--- src/rtl/moore_1101.sv ---
// Moore detector for serial pattern 1-1-0-1; z/out are pure state decodes, valid the cycle after the 4th bit.
// No backpressure: one bit is consumed every clock; reset (active-low, async) clears to S0 immediately.
module moore_1101 #(
  parameter bit OVERLAP = 1'b1
) (
  input  logic       clk,
  input  logic       reset,
  input  logic       x,
  output logic [3:0] out,
  output logic       z
);

  typedef enum logic [2:0] {
    S0 = 3'd0,
    S1 = 3'd1,
    S2 = 3'd2,
    S3 = 3'd3,
    S4 = 3'd4
  } state_t;

  state_t r_state;
  logic   r_z;

  // r_z is registered alongside the state so it is always exactly (state == S4).
  always_ff @(posedge clk or negedge reset) begin
    if (!reset) begin
      r_state <= S0;
      r_z     <= 1'b0;
    end else begin
      r_z <= 1'b0;
      case (r_state)
        S0: r_state <= x ? S1 : S0;
        S1: r_state <= x ? S2 : S0;
        S2: r_state <= x ? S2 : S3;
        S3: begin
          if (x) begin
            r_state <= S4;
            r_z     <= 1'b1;
          end else begin
            r_state <= S0;
          end
        end
        S4: begin
          if (!x)          r_state <= S0;
          else if (OVERLAP) r_state <= S2;
          else             r_state <= S1;
        end
        default: r_state <= S0;
      endcase
    end
  end

  assign out = {1'b0, r_state};
  assign z   = r_z;

endmodule

--- config.mk ---
export PLATFORM = sky130hd
export DESIGN_NAME = moore_1101
export DESIGN_NICKNAME = d
export VERILOG_FILES = /design/src/rtl/moore_1101.sv
export SDC_FILE = /design/constraint.sdc
export NUM_CORES = 1
export LEC_CHECK = 0
export ABC_AREA = 1
export BUFFER_PORTS_ARGS = -buffer_cell sky130_fd_sc_hd__buf_4
export CORE_AREA = 2 2 39 41
export DETAILED_ROUTE_END_ITERATION = 7
export DIE_AREA = 0 0 41 43
export MAX_ROUTING_LAYER = met4
export PLACE_DENSITY = 0.3
export SLEW_MARGIN = 20
export SYNTH_ARGS = -nofsm -noshare
export SYNTH_HDL_FRONTEND = slang
export SYNTH_SLANG_ARGS = --single-unit
--- constraint.sdc ---
create_clock -name clk -period 0.98 [get_ports clk]
set_input_delay 0.049 -clock clk [delete_from_list [all_inputs] [get_ports clk]]
set_output_delay 0.049 -clock clk [all_outputs]
set_load 0.02 [all_outputs]
* Word-level counts from Yosys, hierarchy flattened
Index checks and enable logic that the tools add are counted.
** Operators by class
- Reduce and logical (&&, ||, !) cells :: 2
- Multiplexer cells :: 7
- Equality and inequality tests :: 4
** Operator list (count)
- $pmux 3 s4 :: 1
- $eq 3x2->1 const B :: 2
- $mux 1 :: 4
- $eq 3x1->1 const B :: 1
- $eq 3x3->1 const B :: 1
- $logic_not 3->1 :: 1
- $mux 3 :: 1
- $mux 2 :: 1
- $reduce_or 2->1 :: 1
** Storage, ports and cells
- Output and inout bits :: 5
- Input bits :: 3
- Word-level logic and storage cells :: 15
- Register bits after elaboration :: 4

* Logic depth before layout (Yosys ltp)
- Depth in word-level cells :: 3
- Mapped depth :: 5
- Depth with buffers taken out :: 5

* Worst setup path before layout
OpenSTA, ideal clock, no wires.
- Kind :: register -> register
- Start :: register r_state[2]
- End :: register r_state[1]
- Setup time :: 0.118 ns
- Path slack :: 0.107 ns
- Period minus slack after synthesis :: 0.873 ns
- Stages on the path, launching flop included :: 5
- Required time :: 0.862 ns
- Path buffers :: 0
- Arrival time :: 0.755 ns
- Cells stage by stage :: dfrtp_1 > inv_1 > nand2_2 > nor2_1 > nor2_2
** On the way
- Cells in the longest elaborated chain, start to end :: 3
- Elaborated cells on any way between the ends :: 7
- Those cells by class :: 4 x eq/ne; 1 x mux; 2 x reduce/logical
** Ends and longest elaborated chain
- start, declared :: RTL line 21 : state_t r_state;
- start signal, assigned :: RTL line 32 : S0: r_state <= x ? S1 : S0;
- start signal, assigned :: RTL line 33 : S1: r_state <= x ? S2 : S0;
- start signal, assigned :: RTL line 34 : S2: r_state <= x ? S2 : S3;
- $eq 3x3->1 / $eq 3x1->1 (equally long branches) :: RTL line 31 : case (r_state)
- $reduce_or 2->1 (no line)
- $pmux 3 s4 * :: RTL line 31
Mark *: on every way between the ends. The rest lies on a longest branch, timed or not.

* Worst setup path in the final report
- Start :: register r_state[1]
- End :: output out[1]
** RTL lines
- end, declared :: RTL line 9 : output logic [3:0] out,
No word-level cell between the ends.

==> metrics.csv <==
metric,value,unit
clk_latency,0.23,ns
crit_chain,buf_4,
rsz0062_at_grt,false,
worst_setup_path_end_kind,output pin,
holdWs,0.08420,ns
clock-sinks,4,
die_area,1763,µm²
drc,0,
wl_per_cell,7.149,µm
ios,8,
post_cts_resized,0,
antenna_found_initial,0,
grt_pass1_wl,669,µm
cp_max_fo,5,
status,completed,
ys_seq_elements,4,
portBuffers,6,
cts_root_buf,clkbuf_4,
cts_tree,built,
grt_remaining_overflow,0,
leakage,0.1465,nW
grt_busiest_layer,met2,
setup_viol,0,
dp_hpwl,270.5,µm
p_per_area,2959,nW/µm²
start_kind,flop,
layout-drive-gt1-share,0.3548,
finalPower,0.7960,mW
nFillCells,163,
ys_top_cells_by_area,"dfrtp_1 56%, nand2_1 10%, inv_1 8.4%",
grt_pass1_vias,170,
drt_wl_total,336,µm
yosysWarnings,0,
hold_violations,0,
crit_family,flip-flops,
finClkSkew,0.0001701,ns
setup-tns-final,0,ns
first_pass_iters,4,
htree_levels,1,
cts_max_path_buffers,2,
area_growth,50.35,%
rows,14,
synth_area_leader_cell,dfrtp_1,
ys_seq_area_frac,0.5594,
path_class,reg2out,
drt_iter0_drc,5,
numCtsBuffers,3,
fin_crit,0.8639,ns
layout_common_cells,"6 x buf_4, 5 x nand2_1, 4 x inv_1, 4 x dfrtp_1",
synthesis.area,178.9,µm²
grt_start_max_net_pins,6,
grtUsageMet3,0.06283,
cpPeakStageDelay,0.41,ns
start_util,0.1293,
place.gp.congestion,0.6375,
coreArea,1384,µm²
synth_top_cell_area_share,0.5594,
post_cts_buffers,0,
critPathArrivalTime,0.81,ns
die_h,43,µm
cts.reportedPaths.clkPinSlew,0.04,ns
die_x,41,µm
via_per_inst,3.234,
grt_use_met1,0.07166,
post-route-cell-area,269.0,µm²
fin_nets,36,
rrSetupSlack,0.17,ns
layout_setup_ws,0.1161,ns
ctsHoldBuffers,1,
grt_use_met2,0.07188,
ir_worst_vdd,1.337,mV
place_area,236.5,µm²
fmax,1.158,GHz
ys_types,10,
grt.total_usage,0.06198,
hold_path.class,in2reg,
avgSynthCellArea,8.133,µm²
vias,152,
critPathBufInv,1,
pre_cts_slack,0.1713,ns
layout_commonest_cell,buf_4,
cp_slowest_cell,dfrtp_1,
syn_nets,25,
drv_slew,0,
diodes,0,
cap_violations,0,
worstPathRequired,0.93,ns
period_share,0.8815,
ant_nets,0,
netlist_instances,22,
-- state kept, by name, indices dropped and copies added (netlist names) --
signal,flops
r_state,3
z,1
-- path summary, 6_finish.rpt --
kind / start / cells after the start / to
hold / removal: x / 3 / r_state[2]$_DFF_PN0_
hold reg to reg: r_state[2]$_DFF_PN0_ / 3 / r_state[1]$_DFF_PN0_
setup reg to reg: r_state[2]$_DFF_PN0_ / 4 / r_state[1]$_DFF_PN0_
max in group asynchronous: reset / 2 / r_state[1]$_DFF_PN0_
setup / recovery: r_state[1]$_DFF_PN0_ / 1 / out[1]
min in group asynchronous: reset / 2 / r_state[2]$_DFF_PN0_
-- cell families after synthesis --
family,Yosys count,synth area share
AND/OR/NAND/NOR,11,0.2658
buffers and inverters,5,0.1259
flip-flops,4,0.5595
AO/OA/AOI/OAI,1,0.02795
other,1,0.02096
-- report_power, final --
group          switching (mW)  internal [mW]  total (mW)
sequential             0.0512          0.222       0.273
combinational           0.189          0.133       0.321
clock                  0.0645          0.137       0.201
-- routing by layer --
metal / vias to the layer above / share of wire
met5: - / 0
met4: 0 / 0
li1: 80 / -
met1: 69 / 0.44
met3: 0 / 0.077
met2: 3 / 0.48
-- through the flow --
step / utilization / cells
global route: 0.1944 / 47
finish: 0.1944 / 47
CTS: 0.1944 / 47
detailed placement: 0.1709 / 43
floorplan: - / 22
global placement: 0.1709 / 43
-- Yosys cell counts --
library cell,n
nand2_2,1
nand2_1,5
conb_1,1
a21oi_1,1
nor2_1,3
dfrtp_1,4
nand3_1,1
inv_1,4
buf_4,1
nor2_2,1
-- cell type report --
type,count,area [µm²],area share
repair buffers,7,55.05,0.2047
well taps,16,20.02,0.07442
multi-input cells,13,56.30,0.2093
inverters,4,15.01,0.05581
clock buffers,3,22.52,0.08372
flip-flops and latches,4,100.1,0.3721
No activity file was read; power rests on OpenSTA's default activity.
